## src/rtl/ssg_pkg.sv

```systemverilog
// Shared types and default constants for the secure strobe generator.
//   ssg_state_e           : sequencer state encoding
//   SSG_STATUS_DLY_DEF    : default rst1-rise to status-fall delay (cycles)
//   SSG_STROBE_DLY_DEF    : default status-fall to strobe delay (cycles)
//   SSG_KEY_DEF           : default payload driven on data
package ssg_pkg;

  localparam int unsigned SSG_DATA_W         = 32;
  localparam int unsigned SSG_STATUS_DLY_DEF = 9;
  localparam int unsigned SSG_STROBE_DLY_DEF = 5;
  localparam logic [SSG_DATA_W-1:0] SSG_KEY_DEF = 32'h0000_00FF;

  typedef enum logic [2:0] {
    S_IDLE        = 3'd0,
    S_WAIT_STATUS = 3'd1,
    S_WAIT_STROBE = 3'd2,
    S_FIRE        = 3'd3,
    S_DONE        = 3'd4
  } ssg_state_e;

  // Larger of two delays, used to size the shared delay counter.
  function automatic int unsigned ssg_max(input int unsigned a, input int unsigned b);
    return (a > b) ? a : b;
  endfunction

endpackage

```

## src/rtl/ssg_dly_cnt.sv

```systemverilog
// Loadable saturating down-counter used to time the status and strobe delays.
//   clk        : clock, rising edge
//   rst2       : asynchronous active-low reset, clears the count
//   i_load     : load i_load_val this cycle (takes priority over counting)
//   i_load_val : value to load
//   o_zero     : count is zero
// The counter decrements every cycle while non-zero and sticks at zero.
module ssg_dly_cnt #(
  parameter int unsigned W = 4
) (
  input  logic         clk,
  input  logic         rst2,
  input  logic         i_load,
  input  logic [W-1:0] i_load_val,
  output logic         o_zero
);

  logic [W-1:0] r_value;

  // Count register: load wins, otherwise count down to zero and hold.
  always_ff @(posedge clk or negedge rst2) begin
    if (!rst2) begin
      r_value <= '0;
    end else if (i_load) begin
      r_value <= i_load_val;
    end else if (r_value != '0) begin
      r_value <= r_value - W'(1);
    end
  end

  assign o_zero = (r_value == '0);

endmodule

```

## src/rtl/secure_strobe_gen.sv

```systemverilog
// Secure strobe generator: after a rising edge of the soft reset rst1, drops
// status after STATUS_DLY cycles, then fires a one-cycle strobe STROBE_DLY
// cycles later. data carries KEY; in secure mode it is withheld until the
// strobe cycle.
//   clk        : clock, rising edge
//   rst2       : asynchronous active-low reset, clears everything incl. data
//   rst1       : synchronous active-low soft reset, restarts sequence, holds data
//   secure_in  : secure-mode request, captured on the rst1 rise edge
//   secure_out : captured secure mode, gated by rst1
//   status     : busy/not-ready, high while idle or counting to status fall
//   strobe     : single-cycle data-valid pulse
//   data       : payload
// Build option: define SSG_REARM_EN to re-run the status/strobe sequence
// continuously while rst1 stays high; otherwise the sequence ends in DONE.
module secure_strobe_gen
  import ssg_pkg::*;
#(
  parameter int unsigned STATUS_DLY = SSG_STATUS_DLY_DEF,
  parameter int unsigned STROBE_DLY = SSG_STROBE_DLY_DEF,
  parameter logic [SSG_DATA_W-1:0] KEY = SSG_KEY_DEF
) (
  input  logic                  clk,
  input  logic                  rst2,
  input  logic                  rst1,
  input  logic                  secure_in,
  output logic                  secure_out,
  output logic                  status,
  output logic                  strobe,
  output logic [SSG_DATA_W-1:0] data
);

  localparam int unsigned CNT_W = $clog2(ssg_max(STATUS_DLY, STROBE_DLY)) + 1;

  // Delay parameters below these minimums break the cycle accounting.
  if (STATUS_DLY < 2) begin : g_bad_status_dly
    $error("secure_strobe_gen: STATUS_DLY must be >= 2");
  end
  if (STROBE_DLY < 1) begin : g_bad_strobe_dly
    $error("secure_strobe_gen: STROBE_DLY must be >= 1");
  end

  ssg_state_e            r_state;
  ssg_state_e            w_state_nxt;
  logic                  r_rst1_q;
  logic                  r_secure_q;
  logic                  r_status_q;
  logic                  r_strobe_q;
  logic [SSG_DATA_W-1:0] r_data;

  logic                  w_secure_nxt;
  logic                  w_status_nxt;
  logic                  w_strobe_nxt;
  logic [SSG_DATA_W-1:0] w_data_nxt;
  logic                  w_rise;
  logic                  w_load;
  logic [CNT_W-1:0]      w_load_val;
  logic                  w_zero;

  assign w_rise = rst1 & ~r_rst1_q;

  // Counter is loaded with DLY-1 so it reads zero on the cycle before the
  // transition edge; the transition itself consumes the last cycle.
  ssg_dly_cnt #(
    .W (CNT_W)
  ) u_dly_cnt (
    .clk        (clk),
    .rst2       (rst2),
    .i_load     (w_load),
    .i_load_val (w_load_val),
    .o_zero     (w_zero)
  );

  // State and output registers.
  always_ff @(posedge clk or negedge rst2) begin
    if (!rst2) begin
      r_state    <= S_IDLE;
      r_rst1_q   <= 1'b0;
      r_secure_q <= 1'b0;
      r_status_q <= 1'b1;
      r_strobe_q <= 1'b0;
      r_data     <= '0;
    end else begin
      r_state    <= w_state_nxt;
      r_rst1_q   <= rst1;
      r_secure_q <= w_secure_nxt;
      r_status_q <= w_status_nxt;
      r_strobe_q <= w_strobe_nxt;
      r_data     <= w_data_nxt;
    end
  end

  // Next-state and next-output logic.
  always_comb begin
    w_state_nxt  = r_state;
    w_secure_nxt = r_secure_q;
    w_status_nxt = r_status_q;
    w_strobe_nxt = 1'b0;
    w_data_nxt   = r_data;
    w_load       = 1'b0;
    w_load_val   = '0;

    if (!rst1) begin
      // Soft reset: abort sequence, keep data frozen.
      w_state_nxt  = S_IDLE;
      w_secure_nxt = 1'b0;
      w_status_nxt = 1'b1;
      w_load       = 1'b1;
    end else begin
      case (r_state)
        S_IDLE: begin
          w_status_nxt = 1'b1;
          if (w_rise) begin
            w_state_nxt  = S_WAIT_STATUS;
            w_secure_nxt = secure_in;
            w_load       = 1'b1;
            w_load_val   = CNT_W'(STATUS_DLY - 1);
          end
        end
        S_WAIT_STATUS: begin
          w_status_nxt = 1'b1;
          if (w_zero) begin
            w_state_nxt  = S_WAIT_STROBE;
            w_status_nxt = 1'b0;
            w_load       = 1'b1;
            w_load_val   = CNT_W'(STROBE_DLY - 1);
            if (!r_secure_q) begin
              w_data_nxt = KEY;
            end
          end
        end
        S_WAIT_STROBE: begin
          if (w_zero) begin
            w_state_nxt  = S_FIRE;
            w_strobe_nxt = 1'b1;
            w_data_nxt   = KEY;
          end
        end
        S_FIRE: begin
`ifdef SSG_REARM_EN
          // FIRE already used one cycle of the next status delay.
          w_state_nxt  = S_WAIT_STATUS;
          w_status_nxt = 1'b1;
          w_load       = 1'b1;
          w_load_val   = CNT_W'(STATUS_DLY - 2);
`else
          w_state_nxt  = S_DONE;
`endif
        end
        S_DONE: begin
          w_state_nxt = S_DONE;
        end
        default: begin
          w_state_nxt  = S_IDLE;
          w_status_nxt = 1'b1;
        end
      endcase
    end
  end

  // rst1 gating is combinational so a soft reset shows in the same cycle.
  assign secure_out = r_secure_q & rst1;
  assign status     = r_status_q | ~rst1;
  assign strobe     = r_strobe_q & rst1;
  assign data       = r_data;

endmodule
```

## config.mk

```make
export PLATFORM = sky130hd
export DESIGN_NAME = secure_strobe_gen
export DESIGN_NICKNAME = d
export VERILOG_FILES = /design/src/rtl/ssg_pkg.sv /design/src/rtl/ssg_dly_cnt.sv /design/src/rtl/secure_strobe_gen.sv
export SDC_FILE = /design/constraint.sdc
export NUM_CORES = 1
export LEC_CHECK = 0
export ABC_AREA = 0
export ABC_CLOCK_PERIOD_IN_PS = 2500
export BUFFER_PORTS_ARGS = -buffer_cell sky130_fd_sc_hd__buf_2
export CORE_MARGIN = 2
export CORE_UTILIZATION = 35
export DETAILED_ROUTE_END_ITERATION = 16
export PLACE_DENSITY = 0.68
export SETUP_SLACK_MARGIN = 0.4
export SYNTH_ARGS = -nofsm -noshare
export SYNTH_HDL_FRONTEND = slang
export SYNTH_SLANG_ARGS = --single-unit
```

## constraint.sdc

```tcl
create_clock -name clk -period 2.5 [get_ports clk]
set_input_delay 0.5 -clock clk [delete_from_list [all_inputs] [get_ports clk]]
set_output_delay 0.5 -clock clk [all_outputs]
set_load 0.02 [all_outputs]
```

[Yosys cells after proc, flatten, opt, wreduce, memory -nomap -nowiden]
Index checks and enable logic that the tools add are counted.
Word-level totals
  bits of input ports: 4
  register bits: 44
  output and inout port bits: 35
  word-level logic and storage cells: 64
Cells by class
  multiplexer cells: 27
  bitwise gates (word level): 6
  reductions and logical operators: 10
  add/sub/neg operators: 1
  equal/unequal tests: 13
Operator list (count)
  $mux 32: 3
  $pmux 32 s2: 1
  $mux 3: 5
  $pmux 3 s4: 1
  $mux 1: 10
  $mux 5: 2
  $mux 4: 2
  $ne 2x1->1 const B: 4
  $pmux 4 s2: 1
  $eq 3x2->1 const B: 2
  $ne 3x2->1 const B: 2
  $logic_not 5->1: 1
  $reduce_and 5->1: 1
  $reduce_bool 5->1: 1
  $sub 5x1->5 const B: 1
  $ne 2x2->1 const B: 2
  $pmux 1 s2: 2
  $reduce_bool 2->1: 2
  $and 1x1->1: 3
  $eq 3x1->1 const B: 1
  $eq 3x3->1 const B: 1
  $logic_not 3->1: 1
  $ne 3x3->1 const B: 1
  $reduce_and 3->1: 1
  5 further kinds: 6

[Depth between registers and ports, before layout]
Gate-level depths: netlist of the first run.
  depth in word-level cells: 6
  gate-level depth with buffers: 6
  mapped depth without buffers: 5

[Modules after synthesis]
A second synthesis of the first run with hierarchy kept.
Second synthesis, totals
  cells, all modules: 103
  area total of the unflattened synthesis: 928.4 um2
By module, submodules not included
  secure_strobe_gen: cells each 76, area an instance 649.4 um2, sequential area each 201.4 um2, instances 1
  ssg_dly_cnt: cells each 27, area an instance 279.0 um2, sequential area each 125.1 um2, instances 1

[Worst setup path after synthesis of the first run]
OpenSTA, ideal clock, no wires.
  path type: flip-flop to flip-flop
  start point: reg u_dly_cnt.r_value[0]
  end point: reg r_state[0]
  arrival time: 1.655 ns
  buffers on the path: 1
  library setup time: 0.073 ns
  data required time: 2.427 ns
  stages on the path, launching flop included: 7
  setup slack: 0.772 ns
  period minus slack after synthesis: 1.728 ns
  cells stage by stage: dfrtp_1 -> inv_1 -> ha_1 -> or4b_1 -> buf_2 -> a221o_1 -> a21oi_2
On the way
  word-level cells in the longest chain between the ends: 3
  elaborated cells on any way between the ends: 4
  those cells by class: eq/ne: 2; reduce/logical: 2
RTL lines
  start: declaration: line ssg_dly_cnt.sv:18  | logic [W-1:0] r_value;
  start signal: assignment: line ssg_dly_cnt.sv:25  | r_value <= i_load_val;
  start signal: assignment: line ssg_dly_cnt.sv:27  | r_value <= r_value - W'(1);
  $logic_not 5->1 *: line ssg_dly_cnt.sv:31  | assign o_zero = (r_value == '0);
  $ne 3x2->1 (no source line)
  $reduce_and 3->1 (no source line) *
  end signal: assignment: line secure_strobe_gen.sv:83  | r_state <= w_state_nxt;
  end: declaration: line secure_strobe_gen.sv:42  | ssg_state_e r_state;
Every way passes the cells marked *; elsewhere a longest branch is shown, timed or not.
A chain may end at the register's enable or synchronous reset.

[Worst setup path after layout of the first run]
Same ends and word-level chain as after synthesis.

==> flow_metrics.py, run 1 <==
metrics = {
    "route": {
        "routed.top_layer": "met4",
        "first_pass_iters": 4,
        "wl_per_cell_microns": 9.92,
        "viasPerCell": 4.35,
        "wl_met3_microns": 96,
        "final_antenna_net_count": 0,
        "wl_met1_microns": 589,
        "wirelength_microns": 1320,
        "route.detailed.drc": 0,
        "vias": 579,
        "drtIter0Drc": 12,
        "wl_met2_microns": 615,
    },
    "grt": {
        "grt-ovfl-total": 0,
        "grt_max_degree": 14,
        "antenna_found_initial": 0,
        "grt_pass1_vias": 515,
        "grt_pass1_wl_microns": 2280,
        "track_usage": 0.109,
    },
    "placement": {
        "placed_cells": 129,
        "port_buffers": 14,
        "place.detailed.hpwl_microns": 1030,
        "gp_congestion": 0.714,
    },
    "clock_tree": {
        "htree_num_levels": 1,
        "cts_tree": "done",
        "clockBufferDepth": 2,
        "clkTransAtPathRegs_ns": 0.08,
        "cts_made_buffers": 3,
        "cts_sinks": 13,
        "cts_hold_buf": 0,
        "cts_resized": 0,
        "postCtsSetupBuffers": 0,
        "root_buffer": "clkbuf_4",
        "clock_latency_ns": 0.26,
    },
    "synthesis": {
        "synthArstFlopShare": 1.00,
        "syn_area_per_cell_sq_um": 9.27,
        "synth_edf_count": 0,
        "syn_inst": 96,
        "ys_warn_count": 0,
        "yosys_register_bits": 13,
        "ys_seq_area_frac": 0.367,
        "synth_cell_type_count": 32,
        "netlist_area_sq_um": 890,
        "ys.flop_type": "dfrtp_1",
    },
    "floorplan": {
        "dieHeight_microns": 54.4,
        "placeableCoreArea_sq_um": 2430,
        "dieArea_sq_um": 2960,
        "num_rows": 18,
        "ioPinCount": 39,
        "start_util": 0.366,
        "die_x_microns": 54.4,
    },
    "finish": {
        "fillCellCount": 265,
        "final_util": 0.355,
        "nNetsFinal": 109,
        "final_cell_count_no_fill": 133,
        "drive_above_1_share": 0.194,
        "multiInputGateArea_sq_um": 393,
        "seq_area_sq_um": 327,
        "n_antenna_cell": 0,
        "areaGrowthSynthToFinish_pct": -2.81,
    },
    "worst_setup_path": {
        "end_kind": "register",
        "path_class": "reg2reg",
        "critical_path.max_fanout": 7,
        "crit_arrival_ns": 2.05,
        "worst_ep_required_time_ns": 2.70,
        "cp-start-kind": "register",
    },
    "sta": {
        "fin_crit_ns": 1.85,
        "setup_viol": 0,
        "fin_setup_tns_ns": 0,
        "timing.hold.ws_ns": 0.104,
        "drv_slew": 0,
        "hold_viol_final": 0,
        "rsz0062_at_grt": "false",
        "fmax_mhz": 539,
        "period_share": 0.741,
        "worst_pin_slew_ns": 0.796,
        "fin_skew_ns": 0.000740,
        "relSlewSlack": 0.462,
    },
    "power_and_ir_drop": {
        "peakVddDrop_mv": 0.370,
        "power_leakage_nw": 0.403,
        "power_density_nw_per_um2": 1040,
    },
    "worst_hold_path": {
        "hold_path.class": "in2async",
    },
    "outcome": {
        "status": "complete, no violations",
    },
    "job": {
        "maxCapViolations": 0,
    },
}
==> final timing paths <==
| path | start | endpoint | slack (ns) | cells past startpoint |
|---|---|---|---|---|
| max | u_dly_cnt.r_value[0] | r_state[0] | 0.65 | 5 |
| min | rst2 | u_dly_cnt.r_value[3] | 0.10 | 1 |
| max reg2reg | u_dly_cnt.r_value[0] | r_state[0] | 0.65 | 5 |
| min reg2reg | u_dly_cnt.r_value[4] | u_dly_cnt.r_value[4] | 0.53 | 2 |
| max in group asynchronous | rst2 | r_status_q | 2.12 | 1 |
| min in group clk | rst1 | r_rst1_q | 0.45 | 1 |
==> cell usage in the layout (no fill, tap or decap), types with 3 or more instances in the layout <==
cell,n
dfrtp_1,12
clkbuf_4,3
conb_1,24
inv_1,3
a21oi_1,5
nor2_1,5
buf_2,14
a211oi_1,3
nor2b_1,3
nand2b_1,4
==> registers in the layout, indices dropped and copies added, names as in the netlist <==
register           count
u_dly_cnt.r_value      5
r_state                3
data                   1
r_rst1_q               1
r_secure_q             1
r_status_q             1
r_strobe_q             1
==> cell families after synthesis <==
group,count (synthesis),synth area share
buf+inv,37,0.288
simple gates,27,0.191
compound gates,15,0.114
flops,13,0.367
fa+ha+maj,1,0.0141
other cells,1,0.00422
xor+xnor,1,0.00985
mux,1,0.0113
==> cells in the mapped netlist (2+ instances only) <==
library cell	instances	area, sq um
a211oi_1	3	22.5
a21oi_1	5	25.0
and2_1	2	12.5
buf_4	31	233
clkbuf_1	2	7.51
dfrtp_1	12	300
inv_1	3	11.3
nand2_1	2	7.51
nand2b_1	4	25.0
nor2_1	5	18.8
nor2b_1	3	18.8
nor4_1	2	12.5
nor4b_1	2	17.5
o31ai_1	2	15.0
==> power breakdown <==
| part | switching (W) | internal [W] |
|---|---|---|
| Combinational | 0.000268 | 0.000161 |
| Clock | 0.0000638 | 0.0000616 |
| Sequential | 0.0000760 | 0.000266 |
==> final cells by class <==
cell class              count  area share
repair buffers             14      0.0810
well taps                  30      0.0434
multi-input cells          69       0.454
flip-flops and latches     13       0.378
clock buffers               4      0.0304
inverters                   3      0.0130
==> worst max-delay path, stage by stage (launching register included) <==
cell	delay (ns)
dfrtp_1	0.41
inv_1	0.09
ha_1	0.21
or4b_1	0.58
a221o_1	0.41
a21oi_2	0.10
==> routing by layer <==
layer / GRT usage / vias to the layer above
met4: 0.0625 / 0
met2: 0.175 / 30
met3: 0.0164 / 2
met1: 0.138 / 266
met5: 0 / -
li1: - / 281
==> per-stage QoR <==
stage	instance area [sq um]	total power, W	setup slack (ns)
4_1_cts	865	0.000904	0.649
5_1_grt	865	0.000986	0.485
3_5_place_dp	838	0.000775	0.680
6_report	865	0.000895	0.646
3_3_place_gp	838	0.000764	0.731
2_1_floorplan	976	0.000763	0.772
Power figures use the tool's default switching activity.
==> run 2: changes to the inputs <==
- ABC_CLOCK_PERIOD_IN_PS: 2500 -> 1820
- clock period: 2.5 -> 1.82 ns (I/O delays scaled with it)
==> run 2 against run 1 <==
Power is 85% higher. Sequential share of layout area down 6.0 points. First-iteration DRC count is 25% lower. Routed wire length rose by 29%. Largest power group unchanged.
==> flow_metrics.py, run 2 (same netlist as run 1, synthesis figures left out) <==
metrics = {
    "power_and_ir_drop": {
        "power_leakage_nw": 0.490,
        "total_power_w": 0.00166,
        "peakVddDrop_mv": 0.670,
        "power_density_nw_per_um2": 1610,
    },
    "floorplan": {
        "start_util": 0.366,
        "placeableCoreArea_sq_um": 2430,
        "dieHeight_microns": 54.4,
        "dieArea_sq_um": 2960,
        "ioPinCount": 39,
        "num_rows": 18,
        "die_x_microns": 54.4,
    },
    "finish": {
        "layout_common_cells": "conb_1, buf_2, dfrtp_1",
        "final_cell_count_no_fill": 145,
        "largest_reg_flops": 5,
        "fillCellCount": 230,
        "nNetsFinal": 121,
        "multiInputGateArea_sq_um": 449,
        "seq_area_sq_um": 327,
        "largest-register": "u_dly_cnt.r_value",
        "final_common_cell": "conb_1",
        "drive_above_1_share": 0.365,
        "areaGrowthSynthToFinish_pct": 15.5,
        "n_antenna_cell": 0,
        "final_util": 0.422,
        "largestRegisters": "u_dly_cnt.r_value (5), r_state (3)",
    },
    "grt": {
        "grt_pass1_wl_microns": 2740,
        "use_met1": 0.162,
        "met3_usage": 0.0246,
        "antenna_found_initial": 0,
        "grt-ovfl-total": 0,
        "grt_max_degree": 14,
        "grt_pass1_vias": 577,
        "busiest_layer": "met2",
        "grtUsageMet2": 0.219,
        "track_usage": 0.131,
    },
    "worst_setup_path": {
        "cp-start-kind": "register",
        "critical_path.max_fanout": 4,
        "cpPeakStageDelay_ns": 0.48,
        "end_kind": "register",
        "path_class": "reg2reg",
        "rr_worst_depth": 5,
        "worst-path-stages": 5,
        "cp_slowest_cell": "or4b_4",
        "cp_top_family": "simple AND/OR/NAND/NOR gates",
        "crit_arrival_ns": 1.82,
        "worst_ep_required_time_ns": 2.03,
        "crit_chain": "inv_2 > ha_4 > or4b_4 > a221o_1 > a21oi_2",
        "worst-path-buf-inv": 1,
    },
    "clock_tree": {
        "root_buffer": "clkbuf_4",
        "htree_num_levels": 1,
        "cts_sinks": 13,
        "clockBufferDepth": 2,
        "cts_tree": "done",
        "clock_latency_ns": 0.27,
        "cts_made_buffers": 3,
        "clkTransAtPathRegs_ns": 0.08,
    },
    "sta": {
        "fin_crit_ns": 1.61,
        "hold_viol_final": 0,
        "fmax_mhz": 620,
        "drv_slew": 0,
        "fin_setup_tns_ns": 0,
        "fin_skew_ns": 0.00255,
        "setup_viol": 0,
        "rsz0062_at_grt": "true",
        "period_share": 0.886,
    },
    "placement": {
        "port_buffers": 14,
        "placed_cells": 130,
        "place.detailed.hpwl_microns": 1060,
        "gp_congestion": 0.696,
    },
    "worst_hold_path": {
        "hold_path.class": "in2reg",
        "min_path_cells": 1,
    },
    "outcome": {
        "status": "complete, no violations",
    },
    "job": {
        "maxCapViolations": 0,
    },
    "route": {
        "drtIter0Drc": 9,
        "wirelength_microns": 1700,
        "route.detailed.drc": 0,
        "viasPerCell": 4.63,
        "vias": 672,
        "wl_per_cell_microns": 11.7,
        "first_pass_iters": 4,
        "final_antenna_net_count": 0,
    },
}
run 2: layout make-up:
type | instances | area share
multi-input cells | 69 | 0.437
flip-flops and latches | 13 | 0.318
repair buffers | 26 | 0.172
well taps | 30 | 0.0365
clock buffers | 4 | 0.0256
inverters | 3 | 0.0110
run 2: final timing paths:
path | from | to | slack, ns
worst max-delay path | u_dly_cnt.r_value[1] | r_state[0] | 0.21
worst min-delay path | rst1 | r_rst1_q | 0.33
worst max register to register | u_dly_cnt.r_value[1] | r_state[0] | 0.21
worst min register to register | r_secure_q | r_secure_q | 0.59
max in group asynchronous | rst2 | r_status_q | 1.03
min in group asynchronous | rst2 | r_rst1_q | 0.50
run 2: per-stage QoR:
stage               hold slack, ns  instance area (sq um)  setup WS [ns]
finish                       0.329                   1030          0.208
floorplan                   0.0684                    995          0.117
CTS                          0.300                    995          0.200
detailed placement           0.267                    858          0.112
global placement             0.262                    858          0.159
global route                 0.331                   1030          0.155
run 2: layer usage:
metal / routed length (microns) / share of wire
met5: 0 / 0
met4: 12 / 0.0070
met3: 123 / 0.072
met2: 845 / 0.50
met1: 721 / 0.42
run 2: where the power goes:
group          switching [W]  internal, W
Sequential          0.000111     0.000364
Combinational       0.000501     0.000498
Clock              0.0000963    0.0000850
Total               0.000708     0.000947
run 2: timing repair:
item                       CTS  global route
setup endpoints to repair   10            12
hold endpoints to repair    12             0
resized for setup           11             4
pin swaps                    2             4
hold buffers                 1             0
setup buffers                8             2
